**src/rtl/vram_access_scheduler_pkg.sv**
```systemverilog
// Shared definitions for the VRAM time-division scheduler: FSM encoding,
// slot geometry and the text/graph fetch-address layout.
package vram_access_scheduler_pkg;

   localparam int VRAM_ADDR_W = 11;
   localparam int VRAM_DATA_W = 8;

   localparam int SLOT_LEN = 16;
   localparam int PHASE_W  = $clog2(SLOT_LEN);
   // Video claims the RAM on the last phase so its read lands early in the next slot.
   localparam logic [PHASE_W-1:0] VIDEO_CLAIM_PHASE = PHASE_W'(SLOT_LEN - 1);

   localparam int COL_W       = 5;
   localparam int ROW_W       = 6;
   localparam int TEXT_LINE_W = 4;
   localparam int TEXT_PAD_W  = VRAM_ADDR_W - TEXT_LINE_W - COL_W;

   typedef enum logic [2:0] {
      ST_IDLE    = 3'd0,
      ST_V_ADDR  = 3'd1,
      ST_V_WAIT  = 3'd2,
      ST_V_LATCH = 3'd3,
      ST_C_ADDR  = 3'd4,
      ST_C_WAIT  = 3'd5,
      ST_C_DONE  = 3'd6
   } vram_state_t;

   // Text: 32 columns x 16 character lines; graph: 32 bytes x 64 lines.
   function automatic logic [VRAM_ADDR_W-1:0] compose_fetch_addr(
      input logic             graph,
      input logic [ROW_W-1:0] row,
      input logic [COL_W-1:0] col
   );
      if (graph)
         return {row, col};
      return {{TEXT_PAD_W{1'b0}}, row[TEXT_LINE_W-1:0], col};
   endfunction

endpackage

```
**src/rtl/vram_access_scheduler_addr_mux.sv**
```systemverilog
// Combinational video fetch address composition for text and graph modes.
module vram_addr_mux
   import vram_access_scheduler_pkg::*;
(
   input  logic                   graph_mode,
   input  logic [ROW_W-1:0]       fetch_row,
   input  logic [COL_W-1:0]       fetch_col,
   output logic [VRAM_ADDR_W-1:0] fetch_addr
);

   assign fetch_addr = compose_fetch_addr(graph_mode, fetch_row, fetch_col);

endmodule

```
**src/rtl/vram_access_scheduler.sv**
```systemverilog
// Time-division arbiter for the single-port video RAM: one fixed video read
// per 16-pixel slot plus a CPU window with a WAIT/ack handshake.
module vram_access_scheduler
   import vram_access_scheduler_pkg::*;
#(
   parameter int ADDR_W    = VRAM_ADDR_W,
   parameter int DATA_W    = VRAM_DATA_W,
   parameter int CPU_FIRST = 3,
   parameter int CPU_LAST  = 11
) (
   input  logic               pixel_clock,
   input  logic               reset_n,
   input  logic [PHASE_W-1:0] slot_phase,
   input  logic               fetch_active,
   input  logic               graph_mode,
   input  logic [COL_W-1:0]   fetch_col,
   input  logic [ROW_W-1:0]   fetch_row,
   output logic [DATA_W-1:0]  vid_data,
   output logic               vid_valid,
   input  logic               cpu_req,
   input  logic               cpu_we,
   input  logic [ADDR_W-1:0]  cpu_addr,
   input  logic [DATA_W-1:0]  cpu_wdata,
   output logic [DATA_W-1:0]  cpu_rdata,
   output logic               cpu_ack,
   output logic               cpu_wait,
   output logic [ADDR_W-1:0]  vram_addr,
   output logic [DATA_W-1:0]  vram_wdata,
   output logic               vram_we,
   input  logic [DATA_W-1:0]  vram_rdata
);

   localparam logic [PHASE_W-1:0] CPU_FIRST_PH = PHASE_W'(CPU_FIRST);
   localparam logic [PHASE_W-1:0] CPU_LAST_PH  = PHASE_W'(CPU_LAST);

   vram_state_t state;
   vram_state_t state_next;

   logic [VRAM_ADDR_W-1:0] fetch_addr;
   logic                   video_claim;
   logic                   cpu_window;
   logic                   start_video;
   logic                   start_cpu;

   vram_addr_mux u_addr_mux (
      .graph_mode (graph_mode),
      .fetch_row  (fetch_row),
      .fetch_col  (fetch_col),
      .fetch_addr (fetch_addr)
   );

   // The CPU window never includes the claim phase while fetching, so the two
   // requests cannot coincide; during blanking the CPU may go at any phase.
   assign video_claim = (slot_phase == VIDEO_CLAIM_PHASE) && fetch_active;
   assign cpu_window  = ((slot_phase >= CPU_FIRST_PH) && (slot_phase <= CPU_LAST_PH))
                        || !fetch_active;

   assign start_video = (state == ST_IDLE) && (state_next == ST_V_ADDR);
   assign start_cpu   = (state == ST_IDLE) && (state_next == ST_C_ADDR);

   // ---- state register ----
   always_ff @(posedge pixel_clock or negedge reset_n) begin
      if (!reset_n)
         state <= ST_IDLE;
      else
         state <= state_next;
   end

   // ---- next-state logic ----
   always_comb begin
      state_next = ST_IDLE;
      unique case (state)
         ST_IDLE: begin
            if (video_claim)
               state_next = ST_V_ADDR;
            else if (cpu_req && cpu_window)
               state_next = ST_C_ADDR;
            else
               state_next = ST_IDLE;
         end
         ST_V_ADDR:  state_next = ST_V_WAIT;
         ST_V_WAIT:  state_next = ST_V_LATCH;
         ST_V_LATCH: state_next = ST_IDLE;
         ST_C_ADDR:  state_next = ST_C_WAIT;
         ST_C_WAIT:  state_next = ST_C_DONE;
         ST_C_DONE:  state_next = ST_IDLE;
         default:    state_next = ST_IDLE;
      endcase
   end

   // ---- state-decoded outputs ----
   always_comb begin
      vid_valid = 1'b0;
      cpu_ack   = 1'b0;
      case (state)
         ST_V_LATCH: vid_valid = 1'b1;
         ST_C_DONE:  cpu_ack   = 1'b1;
         default: begin
            vid_valid = 1'b0;
            cpu_ack   = 1'b0;
         end
      endcase
   end

   assign cpu_wait = cpu_req & ~cpu_ack;

   // ---- RAM port and result registers ----
   // Write enable lives only in C_ADDR; every other cycle forces it low.
   always_ff @(posedge pixel_clock or negedge reset_n) begin
      if (!reset_n) begin
         vram_addr  <= '0;
         vram_wdata <= '0;
         vram_we    <= 1'b0;
         vid_data   <= '0;
         cpu_rdata  <= '0;
      end else begin
         vram_we <= 1'b0;
         if (start_video)
            vram_addr <= ADDR_W'(fetch_addr);
         if (start_cpu) begin
            vram_addr  <= cpu_addr;
            vram_wdata <= cpu_wdata;
            vram_we    <= cpu_we;
         end
         if (state_next == ST_V_LATCH)
            vid_data <= vram_rdata;
         if (state_next == ST_C_DONE)
            cpu_rdata <= vram_rdata;
      end
   end

endmodule

```
**config.mk**
```make
export PLATFORM = sky130hd
export DESIGN_NAME = vram_access_scheduler
export DESIGN_NICKNAME = d
export VERILOG_FILES = /design/src/rtl/vram_access_scheduler_pkg.sv /design/src/rtl/vram_access_scheduler_addr_mux.sv /design/src/rtl/vram_access_scheduler.sv
export SDC_FILE = /design/constraint.sdc
export NUM_CORES = 1
export LEC_CHECK = 0
export BUFFER_PORTS_ARGS = -buffer_cell sky130_fd_sc_hd__buf_2
export CORE_ASPECT_RATIO = 1.4
export CORE_MARGIN = 2
export CORE_UTILIZATION = 40
export CTS_CLUSTER_DIAMETER = 80
export DETAILED_ROUTE_END_ITERATION = 16
export PLACE_DENSITY = 0.82
export SYNTH_ARGS = -nofsm -noshare
export SYNTH_HDL_FRONTEND = slang
export SYNTH_HIERARCHICAL = 1
export SYNTH_SLANG_ARGS = --single-unit
```
**constraint.sdc**
```tcl
create_clock -name pixel_clock -period 5.12 [get_ports pixel_clock]
set_input_delay 0.512 -clock pixel_clock [delete_from_list [all_inputs] [get_ports pixel_clock]]
set_output_delay 0.512 -clock pixel_clock [all_outputs]
set_load 0.005 [all_outputs]
```
* Word level (Yosys, flattened, before mapping) *
Cells that the tools add are included.
W data, S select, Z words.

word-level totals
  register bits after elaboration = 39
  input port bits = 48
  output and inout port bits = 39
  logic and storage cells = 41

operators by class
  order comparisons = 2
  equality and inequality tests = 11
  muxes and demuxes = 11
  bitwise gates (word level) = 2
  reductions and logical operators = 9

operators by type and width
  cell                  number
  $mux W11              4
  $eq A3 B3 Y1 const B  5
  $pmux W3 S5           1
  $eq A3 B2 Y1 const B  3
  $eq A3 B1 Y1 const B  2
  $mux W3               2
  $logic_and A1 B1 Y1   5
  $eq A4 B4 Y1 const B  1
  $ge A4 B2 Y1 const B  1
  $le A4 B4 Y1 const B  1
  $mux W1               4
  $logic_not A3 Y1      1
  $reduce_bool A2 Y1    1
  $and A1 B1 Y1         1
  $logic_not A1 Y1      1
  $logic_or A1 B1 Y1    1
  $not A1 Y1            1

* Depth between registers and ports, before layout *
Gate-level depths: netlist of run 1.

  depth in word-level cells = 11
  mapped depth = 6
  depth with buffers taken out = 4

* Cells and area by module *
The synthesis of run 1 kept the hierarchy.

modules (own cells, without submodules)
  module                 instances  cells an instance  area an instance (um^2)  seq. area each (um^2)
  vram_access_scheduler  1          112                1749.2                   975.9
  vram_addr_mux          1          11                 80.1                     0.0

* Worst setup path after synthesis of run 1 *
No wires, ideal clock.

  path kind = input port to flip-flop
  start point = input port slot_phase[1]
  end point = register vram_wdata[6]
  library setup time = 0.125 ns
  arrival = 1.505 ns
  data required time = 4.995 ns
  setup slack = 3.490 ns
  stages = 5
  path buffers = 1
  path through = a211oi_1 > o21ai_0 > nand3_1 > buf_2 > mux2_2

between the ends
  cells in the longest elaborated chain, start to end = 9
  elaborated cells between the ends (all ways) = 12
  those cells by class = 2 x order compare; 2 x eq/ne; 3 x mux; 5 x reduce/logical

RTL lines
  element                                              RTL line                      source
  start, declared                                      vram_access_scheduler.sv:13   input logic [PHASE_W-1:0] slot_phase,
  $ge A4 B2 Y1 / $le A4 B4 Y1 (equally long branches)  vram_access_scheduler.sv:55   assign cpu_window = ((slot_phase >= CPU_FIRST_PH) && (slot_phase <= CPU_LAST_PH))
  $logic_and A1 B1 Y1                                  vram_access_scheduler.sv:55
  $logic_or A1 B1 Y1                                   vram_access_scheduler.sv:56   || !fetch_active;
  $logic_and A1 B1 Y1                                  vram_access_scheduler.sv:76   else if (cpu_req && cpu_window)
  $mux W3                                              vram_access_scheduler.sv:76
  $mux W3 (*)                                          vram_access_scheduler.sv:74   if (video_claim)
  $pmux W3 S5 (*)                                      vram_access_scheduler.sv:72   unique case (state)
  $eq A3 B3 Y1 (*)                                     vram_access_scheduler.sv:59   assign start_cpu = (state == ST_IDLE) && (state_next == ST_C_ADDR);
  $logic_and A1 B1 Y1 (*)                              vram_access_scheduler.sv:59
  end signal, assigned                                 vram_access_scheduler.sv:122  vram_wdata <= cpu_wdata;
  end, declared                                        vram_access_scheduler.sv:28   output logic [DATA_W-1:0] vram_wdata,

Mark *: on every way between the ends. The rest lies on a longest branch, timed or not.
A chain may end at the register's enable or synchronous reset.

* Worst setup path in the final report of run 1 *
  start point = register state[2]
  end point = register vram_addr[9]

between the ends
  cells in the longest elaborated chain, start to end = 5
  elaborated cells between the ends (all ways) = 12
  those cells by class = 6 x eq/ne; 2 x mux; 4 x reduce/logical

RTL lines
  element                                                RTL line                                                  source
  start, declared                                        vram_access_scheduler.sv:36                               vram_state_t state;
  start signal, assigned                                 vram_access_scheduler.sv:66                               state <= state_next;
  $eq A3 B3 Y1, or another cell as far along             vram_access_scheduler.sv:72
  $pmux W3 S5                                            vram_access_scheduler.sv:72
  $eq A3 B3 Y1 / $eq A3 B1 Y1 (equally long branches)    vram_access_scheduler.sv:59, vram_access_scheduler.sv:58
  $logic_and A1 B1 Y1 (on tied branches)                 vram_access_scheduler.sv:59, vram_access_scheduler.sv:58
  $mux W11 / $reduce_bool A2 Y1 (equally long branches)  n/a
  end signal, assigned                                   vram_access_scheduler.sv:119                              vram_addr <= ADDR_W'(fetch_addr);
  end signal, assigned                                   vram_access_scheduler.sv:121                              vram_addr <= cpu_addr;
  end, declared                                          vram_access_scheduler.sv:27                               output logic [ADDR_W-1:0] vram_addr,

Several ways; a longest one is shown, not always the timed one.

==> impl_metrics.py, run 1 <==
metrics = {
    "final_layout": {
        "fill_cells": 399,
        "n_antenna_cell": 0,
        "fin_nets": 251,
        "area_growth_syn_to_layout_pct": 28.59,
        "final_util_pct": 52.71,
        "drive_gt1_share_pct": 70.59,
    },
    "placement": {
        "dp.final_hpwl_um": 2823,
        "portBuffers": 86,
        "gp_congestion": 0.7420,
    },
    "setup_path": {
        "crit_path_top_delay_cell": "dfrtp_1",
        "crit_chain": "nor3_4 > nand4_2 > mux2_4 > mux2_4",
        "cp_slowest_stage_delay_ns": 0.49,
        "critPathLaunch": "state[2]$_DFF_PN0_",
        "critical_path.max_fanout": 11,
        "worstSetupPathType": "flop to flop",
        "required_ns": 5.30,
        "critical_path.most_common_cell": "mux2_4",
        "rrSetupSlack_ns": 3.04,
        "crit_arrival_ns": 2.26,
        "cp-start-kind": "flop",
        "r2r-start": "state[2]$_DFF_PN0_",
        "cp-end-kind": "flop",
    },
    "status": {
        "status": "finished clean",
    },
    "global_route": {
        "grt_usage_pct": 15.28,
        "grt-ovfl-total": 0,
        "grt_pass1_vias": 1356,
        "grt_util_met2_pct": 24.76,
        "grt_max_degree": 40,
        "grt_use_met1_pct": 17.84,
        "grt_antenna_before_repair": 0,
        "top_usage_layer": "met2",
        "grt_pass1_wl_um": 5885,
        "grt_use_met3_pct": 5.581,
    },
    "power": {
        "pwr-share-seq_pct": 41.0,
        "p_int_mw": 0.9646,
        "power.switching_mw": 0.4008,
        "pwr-share-clk_pct": 18.7,
        "switching_share_pct": 29.35,
        "p_per_area_nw_per_um2": 580.5,
        "p_leak_nw": 1.239,
        "peakVddDrop_v": 0.0003592,
        "combPwrFrac_pct": 40.4,
    },
    "yosys": {
        "yosysTopAreaCell": "dfrtp_1",
        "synth.net_count": 171,
        "avgSynthCellArea_sq_um": 14.87,
        "ys.flop_type": "dfrtp_1",
        "synth_warnings": 6,
        "synth_edf_count": 0,
        "syn_inst": 123,
        "synthTopCellsByArea": "dfrtp_1 (53%), mux2_4 (16%), mux2_2 (16%), buf_4 (3.7%), and2_1 (1.4%)",
        "synth.distinct_cells": 21,
        "yosysSeqAreaShare_pct": 53.35,
        "netlist_top_cells_count": "dfrtp_1 (39), mux2_2 (26), mux2_4 (20), buf_4 (9), and2_1 (4)",
        "ys_ff_latch": 39,
        "synth_area_sq_um": 1829,
        "async_reset_ff_share_pct": 100.0,
        "yosysTopAreaCellShare_pct": 53.35,
        "yosysMostFrequentCell": "dfrtp_1",
    },
    "timing": {
        "relSlewSlack_pct": 42.48,
        "fin_crit_sh_pct": 40.62,
        "max_clock_freq_ghz": 0.4808,
        "tns_ns": 0,
        "worst_slew_pin_slew_ns": 0.8628,
        "rsz0062_at_grt": "false",
        "layout_min_cycle_time_ns": 2.080,
        "setup_viol": 0,
        "slew_viol_final": 0,
        "finClkSkew_ns": 0.007731,
        "hold_viol_final": 0,
    },
    "clocking": {
        "clkSinkCount": 39,
        "clk_pin_slew_ns": 0.08,
        "cts_made_buffers": 5,
        "cts_hold_buffers": 0,
        "clk_latency_ns": 0.29,
        "cts-htree-levels": 2,
        "cts_resized": 0,
        "tritoncts": "built",
        "cts_setup_buffers": 0,
        "ctsRootBufferMaster": "clkbuf_8",
        "max-clock-path-buffers": 2,
    },
    "floorplanning": {
        "rows": 29,
        "pin_count": 87,
        "die_h_um": 84.02,
        "coreArea_sq_um": 4463,
        "die-area_sq_um": 5138,
        "initial_utilization_pct": 40.99,
        "die_w_um": 61.16,
    },
    "min_path": {
        "hold_path_class": "input pin to async pin",
    },
    "job": {
        "maxCapViolCount": 0,
    },
    "routing": {
        "vias": 1250,
        "viasPerCell": 4.699,
        "drt-initial-drc-count": 21,
        "ant_nets": 0,
        "wire_per_inst_um": 13.94,
        "drcViolationCount": 0,
        "drtPass1Iterations": 3,
        "wirelength_um": 3708,
    },
}
## per-layer routing
layer  wire length (um)  up-vias
li1                   -      587
met1               1468      592
met2               1851       65
met3                337        6
met4                 51        0
met5                  0        -
## cell type report
cell class,count,area (sq um),share of cell area (%)
inverter,3,11.26,0.4787
clock buffer,5,68.82,2.926
multi-input combinational,67,737.0,31.33
tap,62,77.57,3.298
timing repair buffer,87,437.9,18.62
sequential,39,975.9,41.49
clock inverter,3,43.79,1.862
## flip-flops by register name, summed over array words and instances, names as in the netlist
signal,cells
vram_we,1
state,3
vram_addr,11
vram_wdata,8
vid_data,8
cpu_rdata,8
## power groups by stage
stage	logic (mW)	clock network [mW]	registers (mW)
global route	0.604	0.276	0.581
floorplan	0.357	0	0.556
global placement	0.540	0	0.558
detailed placement	0.558	0	0.565
CTS	0.561	0.267	0.560
finish	0.551	0.255	0.559
## through the flow
step                hold WS [ns]  power [mW]  area [sq um]  worst slack (ns)  cells
floorplan                 0.2164      0.9133          1829             3.490    123
global placement          0.4806       1.099          2240             3.069    258
detailed placement        0.4876       1.123          2240             2.973    258
CTS                       0.3522       1.387          2352             3.007    266
global route              0.4157       1.461          2352             2.968    266
finish                    0.3300       1.365          2352             3.040    266
## worst max-delay path: cells and delay by family, from the launching register on
family | cells | cell delay, ns
and+or+nand+nor | 2 | 0.74
DFF | 1 | 0.49
muxes | 2 | 0.74
## path summary, 6_finish.rpt
kind                                              to  cells past startpoint
min                         cpu_rdata[5]$_DFFE_PN0N_                      1
max                         vram_addr[9]$_DFFE_PN0P_                      4
min in group pixel_clock           vram_we$_DFF_PN0_                      3
max in group asynchronous   vram_addr[4]$_DFFE_PN0P_                      1
min reg2reg                vram_wdata[6]$_DFFE_PN0P_                      1
max reg2reg                 vram_addr[9]$_DFFE_PN0P_                      4
## placed cells by master (no fill, tap or decap), types with 2 or more instances in the layout
cell and instances:
buf_2 86, inv_1 3, a211oi_1 2, dfrtp_1 39
nand3_1 2, mux2_2 26, clkbuf_8 5, and2_1 4
nor2_1 3, mux2_4 20
## cells by family after synthesis
| logic type | count (synthesis) | share of synthesized area, % |
|---|---|---|
| buffers and inverters | 17 | 6.361 |
| DFF | 39 | 53.35 |
| AOI/OAI and AO/OA | 6 | 2.257 |
| muxes | 46 | 32.42 |
| and+or+nand+nor | 15 | 5.609 |
Power figures use the tool's default switching activity.
==> run 2, diff against run 1 <==
Settings changed: PLACE_DENSITY 0.82 to 0.84.
Clock period 5.12 ns to 1.8 ns, I/O delays scaled along.
==> impl_metrics.py, run 2 (synthesis gave the netlist of run 1 again) <==
metrics = {
    "placement": {
        "dp.final_hpwl_um": 3047,
        "gp_congestion": 0.7910,
        "portBuffers": 86,
        "dp.cells": 264,
    },
    "floorplanning": {
        "die_h_um": 84.02,
        "coreArea_sq_um": 4463,
        "pin_count": 87,
        "die-area_sq_um": 5138,
        "initial_utilization_pct": 40.99,
        "rows": 29,
        "die_w_um": 61.16,
    },
    "clocking": {
        "clk_pin_slew_ns": 0.08,
        "clk_latency_ns": 0.29,
        "cts_resized": 0,
        "max-clock-path-buffers": 2,
        "ctsRootBufferMaster": "clkbuf_8",
        "cts_setup_buffers": 0,
        "cts_made_buffers": 5,
        "clkSinkCount": 39,
        "tritoncts": "built",
        "cts-htree-levels": 2,
    },
    "power": {
        "p_per_area_nw_per_um2": 1600,
        "peakVddDrop_v": 0.0008794,
        "p_leak_nw": 1.265,
    },
    "timing": {
        "worst_slew_pin_slew_ns": 0.4263,
        "max_clock_freq_ghz": 0.6025,
        "finClkSkew_ns": 0.004924,
        "setup_viol": 0,
        "layout_min_cycle_time_ns": 1.660,
        "rsz0062_at_grt": "false",
        "fin_crit_sh_pct": 92.21,
        "relSlewSlack_pct": 71.50,
        "tns_ns": 0,
        "hold_viol_final": 0,
        "slew_viol_final": 0,
    },
    "final_layout": {
        "fill_cells": 396,
        "largest_reg_flops": 11,
        "n_antenna_cell": 0,
        "top_register": "vram_addr",
        "final_cells": 273,
        "final_cell_mix": "buf_2 (86), dfrtp_1 (39), mux2_2 (26)",
        "drive_gt1_share_pct": 71.09,
        "fin_nets": 258,
        "area_growth_syn_to_layout_pct": 31.87,
        "layout_commonest_cell": "buf_2",
    },
    "setup_path": {
        "path_buf_inv": 1,
        "rrSetupSlack_ns": 0.14,
        "worstSetupPathType": "flop to flop",
        "timing.rr.end": "vram_addr[10]$_DFFE_PN0P_",
        "critical_path.most_common_cell": "mux2_4",
        "cp_slowest_stage_delay_ns": 0.45,
        "r2r-start": "state[1]$_DFF_PN0_",
        "critical_path.max_fanout": 11,
        "crit_path_top_delay_cell": "dfrtp_1",
        "crit_chain": "nor3_4 > nand4_2 > buf_4 > mux2_4 > mux2_4",
        "critical-path-top-delay-family": "multiplexers",
        "cp-end-kind": "flop",
        "required_ns": 1.98,
        "cp-start-kind": "flop",
        "r2r_cells": 5,
        "crit_arrival_ns": 1.84,
    },
    "min_path": {
        "hold_path_class": "input pin to flop",
        "hold_end": "vram_we$_DFF_PN0_",
        "holdPathStages": 3,
        "min-delay-start": "cpu_we",
    },
    "job": {
        "maxCapViolCount": 0,
    },
    "global_route": {
        "grt_usage_pct": 15.97,
        "grt_use_met3_pct": 6.202,
        "grt_util_met2_pct": 26.11,
        "grt-ovfl-total": 0,
        "top_usage_layer": "met2",
        "grt_max_degree": 40,
        "grt_pass1_vias": 1349,
        "grt_antenna_before_repair": 0,
        "grt_pass1_wl_um": 6078,
        "grt_use_met1_pct": 17.92,
    },
    "status": {
        "status": "finished clean",
    },
    "routing": {
        "wire_per_inst_um": 14.13,
        "drcViolationCount": 0,
        "ant_nets": 0,
        "vias": 1246,
        "wirelength_um": 3858,
        "drtPass1Iterations": 3,
        "drt-initial-drc-count": 21,
        "viasPerCell": 4.564,
    },
}
-- run 2: changes by cell type in the layout (fill, tap and decap cells not counted) --
cell,change
clkinvlp_4,+2
clkinv_4,-1
clkinv_2,-1
dlygate4sd3_1,+1
buf_12,+2
bufinv_16,-1
buf_4,+4
inv_6,+1
-- run 2: worst min-delay path: cells and delay by family --
kind	cells	cell delay [ns]
buffers and inverters	2	0.14
and+or+nand+nor	1	0.04
-- run 2: power by group --
part	internal, mW	total [mW]	switching (mW)
clock network	0.277	0.604	0.327
registers	1.32	1.56	0.244
logic	1.08	1.69	0.614
-- run 2: worst max-delay path by stage --
| stage | start | end | slack, ns | depth (start not counted) |
|---|---|---|---|---|
| after floorplan | state[2]$_DFF_PN0_ | vram_addr[10]$_DFFE_PN0P_ | 0.17 | 6 |
| after global placement | state[1]$_DFF_PN0_ | vram_addr[9]$_DFFE_PN0P_ | 0.20 | 5 |
| after detailed placement | state[1]$_DFF_PN0_ | vram_addr[5]$_DFFE_PN0P_ | 0.14 | 5 |
| after CTS | state[1]$_DFF_PN0_ | vram_addr[5]$_DFFE_PN0P_ | 0.13 | 5 |
| after global routing | state[1]$_DFF_PN0_ | vram_addr[3]$_DFFE_PN0P_ | 0.05 | 5 |
| final | state[1]$_DFF_PN0_ | vram_addr[10]$_DFFE_PN0P_ | 0.14 | 5 |
-- run 2: cell type report --
cell class              instances  area, sq um  area share (%)
clock buffers                   5        68.82           2.853
clock inverters                 3        23.77          0.9855
inverters                       3        11.26          0.4668
multi-input cells              67        737.0           30.55
flip-flops and latches         39        975.9           40.46
well taps                      62        77.57           3.216
repair buffers                 94        518.0           21.47
-- run 2: timing repair --
action | CTS | global route
setup endpoints to repair | 0 | 0
hold buffers | 1 | 0
endpoints found under the hold margin | 39 | 0
-- run 2: per-layer routing --
layer  routed length (um)  share of wire (%)  vias up
met4                   25               0.65        0
met1                 1415                 37      591
met2                 2082                 54       61
li1                     -                  -      592
met5                    0                  0        -
met3                  335                8.7        2
-- run 2: metrics by stage --
stage	area (sq um)	util [%]	hold slack [ns]	power, mW	setup WS (ns)
floorplan	1829	-	-0.1156	2.598	0.1706
global placement	2310	51.75	0.1586	3.190	0.1980
detailed placement	2310	51.75	0.1625	3.297	0.1383
CTS	2412	54.05	0.08623	3.928	0.1306
global route	2412	54.05	0.1037	4.115	0.05455
finish	2412	54.05	0.09766	3.859	0.1402
==> run 3, diff against run 2 <==
Settings changed: RECOVER_POWER set to 50.
==> impl_metrics.py, run 3 (synthesis gave the netlist of run 1 again) <==
metrics = {
    "status": {
        "status": "finished clean",
    },
    "routing": {
        "viasPerCell": 4.568,
        "drtPass1Iterations": 3,
        "vias": 1247,
        "wirelength_um": 3848,
        "ant_nets": 0,
        "wire_per_inst_um": 14.10,
        "drcViolationCount": 0,
        "drt-initial-drc-count": 16,
    },
    "clocking": {
        "cts-htree-levels": 2,
        "cts_made_buffers": 5,
        "max-clock-path-buffers": 2,
        "ctsRootBufferMaster": "clkbuf_8",
        "clk_latency_ns": 0.29,
        "cts_setup_buffers": 0,
        "clkSinkCount": 39,
        "tritoncts": "built",
        "clk_pin_slew_ns": 0.08,
    },
    "global_route": {
        "grt_pass1_wl_um": 6078,
        "grt_antenna_before_repair": 0,
        "grt-ovfl-total": 0,
        "grt_usage_pct": 15.97,
        "grt_pass1_vias": 1349,
        "grt_max_degree": 40,
    },
    "power": {
        "p_int_mw": 2.644,
        "combPwrFrac_pct": 43.3,
        "switching_share_pct": 30.95,
        "p_per_area_nw_per_um2": 1605,
        "p_leak_nw": 1.234,
        "pwr-share-seq_pct": 40.9,
        "peakVddDrop_v": 0.0008596,
        "pwr-share-clk_pct": 15.8,
        "power.switching_mw": 1.185,
    },
    "timing": {
        "slew_viol_final": 0,
        "finClkSkew_ns": 0.005003,
        "fin_crit_sh_pct": 92.27,
        "worst_slew_pin_slew_ns": 0.9462,
        "rsz0062_at_grt": "false",
        "relSlewSlack_pct": 36.92,
        "tns_ns": 0,
        "layout_min_cycle_time_ns": 1.661,
        "setup_viol": 0,
        "hold_viol_final": 0,
        "max_clock_freq_ghz": 0.6021,
    },
    "final_layout": {
        "largest_reg_flops": 11,
        "n_antenna_cell": 0,
        "fin_nets": 258,
        "area_growth_syn_to_layout_pct": 30.44,
        "final_cells": 273,
        "final_cell_mix": "buf_2 (77), dfrtp_1 (39), mux2_2 (26)",
        "drive_gt1_share_pct": 66.82,
        "layout_commonest_cell": "buf_2",
        "final_util_pct": 53.46,
        "top_register": "vram_addr",
    },
    "placement": {
        "dp.final_hpwl_um": 3047,
        "dp.cells": 264,
        "gp_congestion": 0.7910,
        "portBuffers": 86,
    },
    "setup_path": {
        "worstSetupPathType": "flop to flop",
        "r2r_cells": 5,
        "rrSetupSlack_ns": 0.14,
        "crit_arrival_ns": 1.84,
        "r2r-start": "state[1]$_DFF_PN0_",
        "required_ns": 1.98,
        "timing.rr.end": "vram_addr[10]$_DFFE_PN0P_",
        "cp-start-kind": "flop",
        "critical_path.max_fanout": 11,
        "cp-end-kind": "flop",
    },
    "floorplanning": {
        "initial_utilization_pct": 40.99,
        "coreArea_sq_um": 4463,
        "die_w_um": 61.16,
        "die_h_um": 84.02,
        "die-area_sq_um": 5138,
        "rows": 29,
        "pin_count": 87,
    },
    "min_path": {
        "min-delay-start": "cpu_we",
        "holdPathStages": 3,
        "hold_path_class": "input pin to flop",
        "hold_end": "vram_we$_DFF_PN0_",
    },
    "job": {
        "maxCapViolCount": 0,
    },
}
## run 3: metal layers
layer	vias to the layer above	GRT usage, %	routed length, um
met5	-	0	0
met4	0	6.522	25
met3	2	6.202	333
met2	61	26.11	2083
met1	592	17.92	1406
li1	592	-	-
## run 3: power by group through the flow
stage	logic (mW)	registers, mW	clock network [mW]
after global routing	1.80	1.62	0.656
after detailed placement	1.72	1.58	0
final	1.66	1.57	0.603
after CTS	1.72	1.57	0.641
after floorplan	1.02	1.58	0
after global placement	1.64	1.56	0
## run 3: through the flow
step                hold slack, ns  area, sq um  power, mW  worst slack (ns)
floorplan                  -0.1156         1829      2.598            0.1706
global placement            0.1586         2310      3.190            0.1980
detailed placement          0.1625         2310      3.297            0.1383
CTS                        0.08623         2412      3.928            0.1306
global route                0.1037         2386      4.084           0.05455
finish                     0.09820         2386      3.829            0.1392
## run 3: worst max-delay path by stage
stage,from,endpoint,slack (ns),depth (start not counted)
2_1_floorplan,state[2]$_DFF_PN0_,vram_addr[10]$_DFFE_PN0P_,0.17,6
3_3_place_gp,state[1]$_DFF_PN0_,vram_addr[9]$_DFFE_PN0P_,0.20,5
3_5_place_dp,state[1]$_DFF_PN0_,vram_addr[5]$_DFFE_PN0P_,0.14,5
4_1_cts,state[1]$_DFF_PN0_,vram_addr[5]$_DFFE_PN0P_,0.13,5
5_1_grt,state[1]$_DFF_PN0_,vram_addr[3]$_DFFE_PN0P_,0.05,5
6_report,state[1]$_DFF_PN0_,vram_addr[10]$_DFFE_PN0P_,0.14,5
## run 3: worst max-delay path, cell delays in order (launching register included)
cell     delay [ns]
dfrtp_1        0.45
nor3_4         0.21
nand4_2        0.11
buf_4          0.21
mux2_4         0.31
mux2_4         0.25
## run 3: cell type report
| type | count | area [sq um] |
|---|---|---|
| repair buffers | 94 | 491.7 |
| well taps | 62 | 77.57 |
| fillers | 399 | 2077 |
| clock buffers | 5 | 68.82 |
| flip-flops and latches | 39 | 975.9 |
| clock inverters | 3 | 23.77 |
| inverters | 3 | 11.26 |
| multi-input cells | 67 | 737.0 |
## run 3: repair_timing
item,in CTS,in global routing
endpoints found under the hold margin,39,0
resized for setup,0,0
hold buffers,1,0
